<file path="config.mk">
export PLATFORM = sky130hd
export DESIGN_NAME = exu_oitf_gen
export DESIGN_NICKNAME = d
export VERILOG_FILES = /design/src/rtl/exu_oitf_gen.sv
export SDC_FILE = /design/constraint.sdc
export NUM_CORES = 1
export LEC_CHECK = 0
export ABC_AREA = 1
export ABC_CLOCK_PERIOD_IN_PS = 4200
export BUFFER_PORTS_ARGS = -buffer_cell sky130_fd_sc_hd__buf_2
export CAP_MARGIN = 5
export CORE_MARGIN = 4
export CORE_UTILIZATION = 45
export CTS_CLUSTER_SIZE = 28
export DETAILED_ROUTE_END_ITERATION = 16
export GPL_ROUTABILITY_DRIVEN = 0
export PLACE_DENSITY = 0.71
export SLEW_MARGIN = 10
export SYNTH_ARGS = -nofsm -noshare
export SYNTH_HDL_FRONTEND = slang
export SYNTH_SLANG_ARGS = --single-unit
</file>
<file path="constraint.sdc">
create_clock -name clk -period 4.2 [get_ports clk]
set_input_delay 0.84 -clock clk [delete_from_list [all_inputs] [get_ports clk]]
set_output_delay 0.84 -clock clk [all_outputs]
set_load 0.05 [all_outputs]
</file>
<file path="src/rtl/exu_oitf_gen.sv">
// Outstanding-instruction tracking FIFO: one entry per in-flight long-pipe instruction,
// in-order retire, RAW/WAW hazard reporting to dispatch, flush and sticky error flag.
module exu_oitf_gen #(
   parameter int unsigned DEPTH   = 4,
   parameter int unsigned PTR_W   = $clog2(DEPTH),
   parameter int unsigned RFIDX_W = 5
) (
   input  logic               clk,
   input  logic               rst_n,

   input  logic               disp_ena,
   output logic               disp_ready,
   output logic [PTR_W-1:0]   disp_ptr,
   input  logic               disp_i_rs1en,
   input  logic               disp_i_rs2en,
   input  logic               disp_i_rdwen,
   input  logic [RFIDX_W-1:0] disp_i_rs1idx,
   input  logic [RFIDX_W-1:0] disp_i_rs2idx,
   input  logic [RFIDX_W-1:0] disp_i_rdidx,
   output logic               oitfrd_match_disprs1,
   output logic               oitfrd_match_disprs2,
   output logic               oitfrd_match_disprd,

   input  logic               ret_ena,
   output logic [PTR_W-1:0]   ret_ptr,
   output logic [RFIDX_W-1:0] ret_rdidx,
   output logic               ret_rdwen,

   input  logic               flush_req,
   output logic               oitf_empty,
   output logic               oitf_full,
   output logic [PTR_W:0]     oitf_count,
   output logic               oitf_err
);

   logic [PTR_W-1:0]   alc_ptr_q, alc_ptr_d, ret_ptr_q, ret_ptr_d;
   logic               alc_flg_q, alc_flg_d, ret_flg_q, ret_flg_d;
   logic [DEPTH-1:0]   vld_q, vld_d;
   logic [DEPTH-1:0]   rdwen_q;
   logic [RFIDX_W-1:0] rdidx_q [DEPTH];
   logic [PTR_W:0]     cnt_q, cnt_d;
   logic               err_q, err_d;

   logic empty, full, alc_fire, ret_fire;
   logic rs1_hit, rs2_hit, rd_hit;

   localparam logic [PTR_W-1:0] LastIdx = PTR_W'(DEPTH - 1);

   assign empty    = (alc_ptr_q == ret_ptr_q) && (alc_flg_q == ret_flg_q);
   assign full     = (alc_ptr_q == ret_ptr_q) && (alc_flg_q != ret_flg_q);
   // Flush overrides both requests; full/empty block their respective side only.
   assign alc_fire = disp_ena && !full && !flush_req;
   assign ret_fire = ret_ena && !empty && !flush_req;

   always_comb begin
      alc_ptr_d = alc_ptr_q;
      alc_flg_d = alc_flg_q;
      ret_ptr_d = ret_ptr_q;
      ret_flg_d = ret_flg_q;
      vld_d     = vld_q;
      cnt_d     = cnt_q;
      err_d     = err_q;
      if (flush_req) begin
         alc_ptr_d = '0;
         alc_flg_d = 1'b0;
         ret_ptr_d = '0;
         ret_flg_d = 1'b0;
         vld_d     = '0;
         cnt_d     = '0;
      end else begin
         if ((disp_ena && full) || (ret_ena && empty)) begin
            err_d = 1'b1;
         end
         if (ret_fire) begin
            vld_d[ret_ptr_q] = 1'b0;
            ret_ptr_d        = ret_ptr_q + 1'b1;
            if (ret_ptr_q == LastIdx) ret_flg_d = ~ret_flg_q;
         end
         if (alc_fire) begin
            vld_d[alc_ptr_q] = 1'b1;
            alc_ptr_d        = alc_ptr_q + 1'b1;
            if (alc_ptr_q == LastIdx) alc_flg_d = ~alc_flg_q;
         end
         unique case ({alc_fire, ret_fire})
            2'b10:   cnt_d = cnt_q + 1'b1;
            2'b01:   cnt_d = cnt_q - 1'b1;
            default: cnt_d = cnt_q;
         endcase
      end
   end

   always_ff @(posedge clk or negedge rst_n) begin
      if (!rst_n) begin
         alc_ptr_q <= '0;
         alc_flg_q <= 1'b0;
         ret_ptr_q <= '0;
         ret_flg_q <= 1'b0;
         vld_q     <= '0;
         cnt_q     <= '0;
         err_q     <= 1'b0;
      end else begin
         alc_ptr_q <= alc_ptr_d;
         alc_flg_q <= alc_flg_d;
         ret_ptr_q <= ret_ptr_d;
         ret_flg_q <= ret_flg_d;
         vld_q     <= vld_d;
         cnt_q     <= cnt_d;
         err_q     <= err_d;
      end
   end

   always_ff @(posedge clk or negedge rst_n) begin
      if (!rst_n) begin
         rdwen_q <= '0;
         for (int unsigned i = 0; i < DEPTH; i++) rdidx_q[i] <= '0;
      end else if (alc_fire) begin
         rdwen_q[alc_ptr_q] <= disp_i_rdwen;
         rdidx_q[alc_ptr_q] <= disp_i_rdidx;
      end
   end

   always_comb begin
      rs1_hit = 1'b0;
      rs2_hit = 1'b0;
      rd_hit  = 1'b0;
      for (int unsigned i = 0; i < DEPTH; i++) begin
         if (vld_q[i] && rdwen_q[i]) begin
            if (rdidx_q[i] == disp_i_rs1idx) rs1_hit = 1'b1;
            if (rdidx_q[i] == disp_i_rs2idx) rs2_hit = 1'b1;
            if (rdidx_q[i] == disp_i_rdidx)  rd_hit  = 1'b1;
         end
      end
   end

   // x0 is hardwired zero, so it can never carry a hazard.
   assign oitfrd_match_disprs1 = rs1_hit && disp_i_rs1en && (disp_i_rs1idx != '0);
   assign oitfrd_match_disprs2 = rs2_hit && disp_i_rs2en && (disp_i_rs2idx != '0);
   assign oitfrd_match_disprd  = rd_hit  && disp_i_rdwen && (disp_i_rdidx  != '0);

   assign disp_ready = !full;
   assign disp_ptr   = alc_ptr_q;
   assign ret_ptr    = ret_ptr_q;
   assign ret_rdidx  = vld_q[ret_ptr_q] ? rdidx_q[ret_ptr_q] : '0;
   assign ret_rdwen  = vld_q[ret_ptr_q] && rdwen_q[ret_ptr_q];
   assign oitf_empty = empty;
   assign oitf_full  = full;
   assign oitf_count = cnt_q;
   assign oitf_err   = err_q;

endmodule

</file>
Word level (Yosys, flattened, before mapping)
Cells that the tools add are included.
W data, S select, Z words.
Storage, ports and cells
  register bits: 38
  latch bits: 0
  memory bits (writable): 0
  memory bits (read-only): 0
  input port bits: 23
  output and inout bits: 20
  logic and storage cells: 143
  memories: 0
Cells by class
  add/subtract/negate cells: 4
  multiply operators: 0
  div/mod/pow operators: 0
  magnitude comparators: 7
  equal/unequal tests: 19
  shift-type cells: 0
  mux-type cells: 56
  bitwise logic cells: 8
  reductions and logical operators: 37
Operator list (number)
  $eq A5 B5 Y1: 12
  $mux W1: 34
  $logic_and A1 B1 Y1: 22
  $bwmux W20: 1
  $mux W5: 4
  $mux W4: 4
  $reduce_bool A5 Y1: 3
  $bmux W5 S2: 1
  $demux W5 S2: 1
  $mux W2: 4
  $reduce_bool A2 Y1: 4
  $eq A2 B2 Y1 const B: 3
  $ge A3 B3 Y1 const B: 2
  $lt A2 B3 Y1 const B: 2
  $not A2 Y3: 2
  $pmux W3 S2: 1
  $reduce_and A2 Y1: 3
  $add A2 B1 Y2 const B: 2
  $and A4 B4 Y4: 1
  $bmux W1 S2: 2
  $bwmux W4: 1
  $demux W1 S2: 2
  $ge A2 B1 Y1 const B: 2
  $not A4 Y4: 1
  13 further kinds: 17

Logic depth before layout (Yosys ltp)
Gate-level depths: netlist (run 1).
  word-level depth: 11
  depth in mapped cells: 16
  gate-level depth less buffers: 15

Worst setup path after synthesis (run 1)
No wires, ideal clock.
  path type: input port to output port
  start point: in disp_i_rdidx[3]
  end point: out oitfrd_match_disprd
  arrival: 2.174 ns
  required time: 3.360 ns
  path slack: 1.186 ns
  stages on the path: 8
  buffers on the path: 1
  cell sequence: clkbuf_2 -> inv_1 -> o22ai_1 -> nor2_1 -> nand3_1 -> nand2_1 -> nor2_1 -> nor2_1
Between the ends
  word-level cells in the longest chain between the ends: 11
  elaborated cells between the ends (all ways): 15
  those cells by class: 4 x eq/ne; 8 x mux; 3 x reduce/logical
RTL lines
  from (decl): RTL line 19  | input logic [RFIDX_W-1:0] disp_i_rdidx,
  $eq A5 B5 Y1: RTL line 130  | if (rdidx_q[i] == disp_i_rdidx) rd_hit = 1'b1;
  $mux W1: RTL line 130
  $mux W1: RTL line 127  | if (vld_q[i] && rdwen_q[i]) begin
  $mux W1: RTL line 130
  $mux W1: RTL line 127
  $mux W1: RTL line 130
  $mux W1: RTL line 127
  $mux W1: RTL line 130
  $mux W1: RTL line 127
  $logic_and A1 B1 Y1: RTL line 138  | assign oitfrd_match_disprd = rd_hit && disp_i_rdwen && (disp_i_rdidx != '0);
  $logic_and A1 B1 Y1 (*): RTL line 138
  to (decl): RTL line 22  | output logic oitfrd_match_disprd,
Mark *: on every way between the ends. The rest lies on a longest branch, timed or not.

Worst setup path in the final report (run 1)
  start point: reg ret_ptr_q[0], in the netlist ret_ptr[0]
  end point: out ret_rdidx[4]
Between the ends
  word-level cells in the longest chain between the ends: 5
  elaborated cells between the ends (all ways): 7
  those cells by class: 6 x mux; 1 x bitwise
RTL lines
  from (decl): RTL line 36  | logic [PTR_W-1:0] alc_ptr_q, alc_ptr_d, ret_ptr_q, ret_ptr_d;
  from (signal assigned): RTL line 104  | ret_ptr_q <= ret_ptr_d;
  $not A2 Y3 (not written as such): RTL line 143  | assign ret_rdidx = vld_q[ret_ptr_q] ? rdidx_q[ret_ptr_q] : '0;
  $bmux W5 S2: RTL line 143
  $mux W5 (not written as such) (2 in series): RTL line 143
  $mux W5 (*): RTL line 143
  to (decl): RTL line 26  | output logic [RFIDX_W-1:0] ret_rdidx,
Mark *: on every way between the ends. The rest lies on a longest branch, timed or not. The select of a mux whose other input is x is not followed.

==> impl_summary.txt, run 1 <==
----------------------------------------------------
[Synth]
  Xor-xnor portion of the synthesized cell area ... 5.224%
  Synth cell types ... 31
  Gate count of the mapped netlist ... 416
  Post-Syn Area ... 3018 sq um
  Number of flip-flops and latches in the synthesized netlist ... 38
  Sequential area share after synthesis ... 31.51%
  Synth area leaders ... sky130_fd_sc_hd__dfrtp_1 (32%), sky130_fd_sc_hd__nand2_1 (11%), sky130_fd_sc_hd__o21ai_2 (7.0%), sky130_fd_sc_hd__inv_1 (6.2%), sky130_fd_sc_hd__o21ai_0 (5.0%)
  Largest family of logic cells by synthesized area ... simple AND/OR/NAND/NOR gates
  Adder and majority gate portion of the synthesized area ... 3.980%
  Area fraction of the dominant cell type after synthesis ... 31.51%
  Average instance area after synthesis ... 7.255 sq um
  Count of warnings emitted by yosys ... 0
  Post-synthesis async set-or-reset flop share ... 100.0%
  Multiplexer share of the synthesized area ... 0%
  Number of nets in the synthesized netlist ... 448
  Most frequent cells after synthesis ... sky130_fd_sc_hd__nand2_1 (91), sky130_fd_sc_hd__inv_1 (50), sky130_fd_sc_hd__dfrtp_1 (38), sky130_fd_sc_hd__nor2_1 (38), sky130_fd_sc_hd__o21ai_0 (30)
  Simple-gate share of the synthesized area ... 27.32%
  Largest area contributor in the synthesized netlist ... sky130_fd_sc_hd__dfrtp_1
  Post-synth top flop ... sky130_fd_sc_hd__dfrtp_1
  Compound-Gate Fraction of Synth Area ... 21.56%
  Top-count cell post-synth ... sky130_fd_sc_hd__nand2_1
  Number of flops mapped to enable cells by yosys ... 0

[Timing]
  Measured slew at the worst slew-check pin ... 865.2 ps
  Hold violation total from the final report ... 0
  Number of endpoints failing setup at the final stage ... 0
  Pins Over Slew Limit ... 0
  Clock skew ... 6.309 ps
  RSZ-0062 raised after global routing ... false
  Post-Route Hold Slack ... 491.6 ps
  Fmax ... 0.3181 GHz
  Worst slew slack as a fraction of its limit ... 42.32%
  Post-route fraction of the period consumed by the critical path ... 74.84%
  Clock period minus final worst setup slack ... 3143 ps
  Setup TNS Final ... 0 ps

[Setup path]
  Element type at the critical path end ... output port
  Required time of the critical path ... 3360 ps
  Slowest cell on the critical path ... sky130_fd_sc_hd__dfrtp_1
  Setup CP Type ... reg2out
  Startpoint class of the critical path ... flip-flop
  Signal arrival time at the worst endpoint ... 2300 ps
  Largest fanout of any net on the critical path ... 20
  Delay contributed by the slowest stage of the critical path ... 800 ps
  Crit-path cells ... o21ai_0, o22ai_1, nand2_1, inv_1, buf_2

[Floorplanning]
  Top-level I/O count ... 43
  FP Rows ... 29
  Die area ... 8080 sq um
  Initial core utilization ... 46.99%
  Core Footprint ... 6422 sq um
  DIE HEIGHT ... 89.89 microns
  Die outline width ... 89.89 microns

[Global routing]
  Largest net degree at the start of global routing ... 39
  First-pass GRT wire length ... 14570 microns
  Antenna violations before repair ... 0
  Total congestion overflow after global routing ... 0
  Total global-route track usage ... 22.19%
  Via count of the first global-routing pass ... 2865

[Clock network]
  Post-CTS setup-driven buffer insertion count ... 0
  Clock-pin slew on the worst setup and hold paths ... 70 ps
  Buffer type at the clock tree root ... sky130_fd_sc_hd__clkbuf_8
  Post-cts hold buffer count ... 0
  TritonCTS clock tree ... done
  Clock latency reported for the late side of the worst-skew pair ... 290 ps
  Total clock buffers created by CTS ... 5
  Number of buffers between clock root and the deepest sink ... 2
  Post-CTS resize count ... 0
  CTS H-Tree Depth ... 2
  Num Clock Sinks ... 38

[Detailed routing]
  Drc violations ... 0
  Number of DRC markers after the initial detailed-route iteration ... 269
  Routed vias/inst ... 5.704
  DR pass1 iterations ... 7
  Overall via count from detail_route ... 3023
  Routed length per placed instance ... 16.47 microns
  Number of routed nets with antenna violations ... 0
  Wire length after detailed routing ... 8727 microns

[Cells and area]
  Fillers ... 636
  Post-layout instance area ... 3319 sq um
  Nets ... 484
  Area grow syn2layout ... 9.992%
  Fraction of layout cells with a size suffix above 1 ... 20.53%
  Diode count ... 0
  Final design utilization ... 51.69%

[Power]
  Static leakage ... 1.757 nW
  Overall power after layout ... 1.572 mW
  Worst IR Drop VDD ... 0.2563 mV
  Power per cell area ... 473.5 nW/um^2

[Placement]
  Port bufs ... 42
  Sum of net half-perimeters after detailed placement ... 6459 microns
  Post-placement cell area ... 3228 sq um

[Flow run]
  Maximum capacitance violations ... 0

[Hold path]
  Worst min-delay path class ... reg2reg

[Outcome]
  Result of the run ... finished clean

----------------------------------------------------
==> report_power, final <==
| group | leakage, nW | internal [mW] | total (mW) | switching (mW) |
|---|---|---|---|---|
| clock | 0.0482 | 0.133 | 0.264 | 0.132 |
| combinational | 1.22 | 0.229 | 0.682 | 0.453 |
| sequential | 0.492 | 0.451 | 0.626 | 0.175 |
| total | 1.76 | 0.812 | 1.57 | 0.760 |
==> worst max-delay path, delay by kind of cell, from the launching register on <==
family | cells | cell delay [ps]
DFF | 1 | 800
and+or+nand+nor | 1 | 180
AOI/OAI and AO/OA | 2 | 680
buffers and inverters | 2 | 350
==> sequential cells by signal (all words and copies together), names as in the netlist <==
register / flops
vld_q: 4
oitf_count: 3
disp_ptr: 2
alc_flg_q: 1
ret_ptr: 2
rdwen_q: 4
rdidx_q: 20
ret_flg_q: 1
oitf_err: 1
==> layout make-up <==
cell class              count  area (sq um)  area share, %
well taps                  77         96.34          2.902
multi-input cells         311          1753          52.81
clock buffers               7         86.33          2.601
inverters                  54         217.7          6.559
clock inverters             1         5.005         0.1508
flip-flops and latches     38         950.9          28.65
repair buffers             42         210.2          6.332
==> placed cells by master, fill, tap and decap left out <==
cell                        n
sky130_fd_sc_hd__nor3_1     8
sky130_fd_sc_hd__clkbuf_8   6
sky130_fd_sc_hd__o21ai_0   30
sky130_fd_sc_hd__o21ai_2   24
sky130_fd_sc_hd__a21oi_1   26
sky130_fd_sc_hd__o21a_1     1
sky130_fd_sc_hd__nor2_2     1
sky130_fd_sc_hd__dfrtp_1   38
sky130_fd_sc_hd__nand3_2    1
sky130_fd_sc_hd__inv_1     50
sky130_fd_sc_hd__o21bai_1   1
sky130_fd_sc_hd__clkbuf_1   1
sky130_fd_sc_hd__buf_2     42
sky130_fd_sc_hd__o22ai_1   22
sky130_fd_sc_hd__nand2_2    6
sky130_fd_sc_hd__nand3_4    2
sky130_fd_sc_hd__nor2_1    38
sky130_fd_sc_hd__nand4_1    8
sky130_fd_sc_hd__ha_1       8
sky130_fd_sc_hd__clkinv_1   1
sky130_fd_sc_hd__xor2_1    14
sky130_fd_sc_hd__xnor2_1    4
sky130_fd_sc_hd__clkinv_2   1
sky130_fd_sc_hd__a22oi_1    1
sky130_fd_sc_hd__inv_6      3
sky130_fd_sc_hd__nor3b_1    1
sky130_fd_sc_hd__nand2_1   91
sky130_fd_sc_hd__or2_2      1
sky130_fd_sc_hd__nand2_4    6
sky130_fd_sc_hd__nand3_1   16
sky130_fd_sc_hd__fa_1       1
==> worst paths after layout <==
check / startpoint / end / slack (ps) / cells after the start
max: ret_ptr[0] / ret_rdidx[4] / 1060 / 5
min: oitf_err / oitf_err / 490 / 1
max reg2reg: ret_ptr[0] / oitf_count[2] / 1650 / 14
min reg2reg: oitf_err / oitf_err / 490 / 1
max in group asynchronous: rst_n / rdidx_q[7] / 3000 / 1
min in group asynchronous: rst_n / oitf_err / 650 / 1
==> metrics by stage <==
step / setup slack, ps / cells
2_1_floorplan: 1186 / 416
3_3_place_gp: 1308 / 522
3_5_place_dp: 1301 / 522
4_1_cts: 1076 / 530
5_1_grt: 801.0 / 530
6_report: 1057 / 530
==> per-layer routing <==
metal	track usage, %	wire length, microns
met1	30.93	3689
met2	34.34	3971
met3	3.422	808
met4	9.311	259
met5	0	0
==> cell families (layout without fill, tap and decap cells) <==
| kind of cell | after synthesis | count (layout) |
|---|---|---|
| AOI/OAI and AO/OA | 105 | 105 |
| xor gates and xnor gates | 18 | 18 |
| adders and majority gates | 9 | 9 |
| buffers and inverters | 67 | 104 |
| DFF | 38 | 38 |
| and+or+nand+nor | 179 | 179 |
Note: power is estimated with default switching activity, not from simulation.
==> run 2, diff against run 1 <==
- ABC_AREA: 1 -> 0
- ABC_CLOCK_PERIOD_IN_PS: 4200 -> 3200
- clock period: 4.2 -> 3.2 ns (I/O delays scaled with it)
==> impl_summary.txt, run 2 <==
----------------------------------------------------
[Outcome]
  Result of the run ... finished clean

[Clock network]
  CTS H-Tree Depth ... 2
  Clock latency reported for the late side of the worst-skew pair ... 290 ps
  Clock-pin slew on the worst setup and hold paths ... 80 ps
  Number of buffers between clock root and the deepest sink ... 2
  Num Clock Sinks ... 38
  Post-CTS resize count ... 0
  Buffer type at the clock tree root ... sky130_fd_sc_hd__clkbuf_8
  Total clock buffers created by CTS ... 5
  Post-CTS setup-driven buffer insertion count ... 0
  Post-cts hold buffer count ... 0
  TritonCTS clock tree ... done

[Global routing]
  First-pass GRT wire length ... 11120 microns
  Largest net degree at the start of global routing ... 39
  Total congestion overflow after global routing ... 0
  Via count of the first global-routing pass ... 2133
  Antenna violations before repair ... 0
  Total global-route track usage ... 18.66%

[Detailed routing]
  Number of routed nets with antenna violations ... 0
  Number of DRC markers after the initial detailed-route iteration ... 180
  Wire length after detailed routing ... 7010 microns
  Drc violations ... 0
  Routed length per placed instance ... 18.40 microns
  DR pass1 iterations ... 5
  Routed vias/inst ... 5.732
  Overall via count from detail_route ... 2184

[Cells and area]
  Diode count ... 0
  Register bank with the most flops ... rdidx_q
  Top library cells by usage in the layout, fill and taps aside ... sky130_fd_sc_hd__xor2_1 (52), sky130_fd_sc_hd__buf_2 (42), sky130_fd_sc_hd__dfrtp_1 (38), sky130_fd_sc_hd__mux2_2 (22)
  Fraction of layout cells with a size suffix above 1 ... 29.28%
  Nets ... 335
  Fillers ... 571
  Number of flip-flops under the largest register name ... 20
  Commonest non-fill, non-tap cell in the layout ... sky130_fd_sc_hd__xor2_1
  Area grow syn2layout ... 10.89%
  Final design utilization ... 51.67%
  Largest registers ... rdidx_q (20), rdwen_q (4), vld_q (4)
  Post-layout instance area ... 3299 sq um

[Timing]
  Setup TNS Final ... 0 ps
  RSZ-0062 raised after global routing ... false
  Number of endpoints failing setup at the final stage ... 0
  Measured slew at the worst slew-check pin ... 844.7 ps
  Clock period minus final worst setup slack ... 2637 ps
  Hold violation total from the final report ... 0
  Fmax ... 0.3792 GHz
  Clock skew ... 9.778 ps
  Post-route fraction of the period consumed by the critical path ... 82.42%
  Pins Over Slew Limit ... 0
  Worst slew slack as a fraction of its limit ... 43.69%

[Setup path]
  Largest fanout of any net on the critical path ... 5
  Startpoint class of the critical path ... flip-flop
  Slowest cell on the critical path ... sky130_fd_sc_hd__dfrtp_1
  Required time of the critical path ... 2560 ps
  Signal arrival time at the worst endpoint ... 2000 ps
  Delay contributed by the slowest stage of the critical path ... 470 ps
  Cell seen most often among critical-path stages ... sky130_fd_sc_hd__nand4_1
  Crit-path cells ... xor2_1, nor4_1, nand4_1, nand4_1, o311a_1, buf_2
  Setup CP Type ... reg2out
  Element type at the critical path end ... output port

[Placement]
  Port bufs ... 42
  Post-placement cell area ... 3186 sq um
  Sum of net half-perimeters after detailed placement ... 5151 microns

[Synth]
  Area fraction of the dominant cell type after synthesis ... 31.96%
  Average instance area after synthesis ... 10.86 sq um
  Synth cell types ... 45
  Sequential area share after synthesis ... 31.96%
  Top-count cell post-synth ... sky130_fd_sc_hd__xor2_1
  Largest area contributor in the synthesized netlist ... sky130_fd_sc_hd__dfrtp_1
  Post-synthesis async set-or-reset flop share ... 100.0%
  Most frequent cells after synthesis ... sky130_fd_sc_hd__xor2_1 (52), sky130_fd_sc_hd__dfrtp_1 (38), sky130_fd_sc_hd__mux2_2 (22)
  Number of flip-flops and latches in the synthesized netlist ... 38
  Count of warnings emitted by yosys ... 0
  Post-Syn Area ... 2975 sq um
  Synth area leaders ... sky130_fd_sc_hd__dfrtp_1 (32%), sky130_fd_sc_hd__xor2_1 (15%), sky130_fd_sc_hd__mux2_2 (8.3%), sky130_fd_sc_hd__mux4_1 (4.4%), sky130_fd_sc_hd__xnor2_1 (4.4%)
  Number of nets in the synthesized netlist ... 306
  Number of flops mapped to enable cells by yosys ... 0
  Post-synth top flop ... sky130_fd_sc_hd__dfrtp_1
  Gate count of the mapped netlist ... 274

[Floorplanning]
  Initial core utilization ... 46.59%
  Core Footprint ... 6386 sq um
  FP Rows ... 29
  Die outline width ... 89.32 microns
  DIE HEIGHT ... 89.32 microns
  Top-level I/O count ... 43
  Die area ... 7977 sq um

[Flow run]
  Maximum capacitance violations ... 0

[Power]
  Power per cell area ... 646.0 nW/um^2
  Static leakage ... 1.549 nW
  Worst IR Drop VDD ... 0.2621 mV

[Hold path]
  Worst min-delay path class ... in2async

----------------------------------------------------
==> run 2: area by class of cell <==
class / count / area [sq um] / share of cell area (%)
Clock inverter: 3 / 45.04 / 1.365
Timing Repair Buffer: 44 / 225.2 / 6.826
Multi-Input combinational cell: 206 / 1883 / 57.07
Clock buffer: 5 / 68.82 / 2.086
Tap cell: 77 / 96.34 / 2.920
Sequential cell: 38 / 950.9 / 28.82
Inverter: 8 / 30.03 / 0.9101
==> run 2: report_power, final <==
group	internal (mW)	switching, mW	total, mW
combinational	0.405	0.483	0.888
sequential	0.596	0.239	0.835
clock	0.232	0.176	0.408
total	1.23	0.899	2.13
==> run 2: logic make-up (layout without fill, tap and decap cells) <==
| family | Yosys count | after routing | synth area share, % |
|---|---|---|---|
| buffers and inverters | 30 | 60 | 4.752 |
| XOR/XNOR | 71 | 71 | 23.04 |
| AND/OR/NAND/NOR | 77 | 77 | 15.06 |
| flip-flops | 38 | 38 | 31.96 |
| AO/OA/AOI/OAI | 16 | 16 | 5.467 |
| adder cells (fa/ha/maj) | 9 | 9 | 4.037 |
| multiplexers | 33 | 33 | 15.69 |
==> run 2: worst paths after layout <==
| path | start | endpoint | slack (ps) | cells past startpoint |
|---|---|---|---|---|
| max in group asynchronous | rst_n | rdidx_q[0] | 2210 | 1 |
| setup reg to reg | disp_ptr[0] | oitf_count[1] | 630 | 7 |
| hold reg to reg | oitf_err | oitf_err | 470 | 2 |
| setup / recovery | rdidx_q[19] | oitfrd_match_disprs1 | 560 | 6 |
| min in group clk | oitf_err | oitf_err | 470 | 2 |
| hold / removal | rst_n | rdidx_q[3] | 440 | 1 |
==> run 2: metal layers <==
metal / vias to the layer above / part of all wire, % / track usage [%]
met4: 0 / 2.0 / 6.089
li1: 1022 / - / -
met3: 9 / 4.7 / 2.488
met1: 1082 / 46 / 26.15
met5: - / 0 / 0
met2: 71 / 47 / 29.94
==> run 2: metrics by stage <==
stage	instances	worst slack [ps]	total power, mW	hold slack, ps
floorplan	274	485.8	1.514	344.4
global placement	373	606.7	1.708	455.7
detailed placement	373	610.0	1.724	456.9
CTS	381	553.3	2.137	459.8
global route	381	452.4	2.254	494.1
finish	381	562.5	2.131	441.1
==> run 2: critical path: cells and delay by family (launching register included) <==
kind | cells | cell delay, ps
flip-flops | 1 | 470
buffers and inverters | 1 | 250
AND/OR/NAND/NOR | 3 | 620
XOR/XNOR | 1 | 190
AO/OA/AOI/OAI | 1 | 160
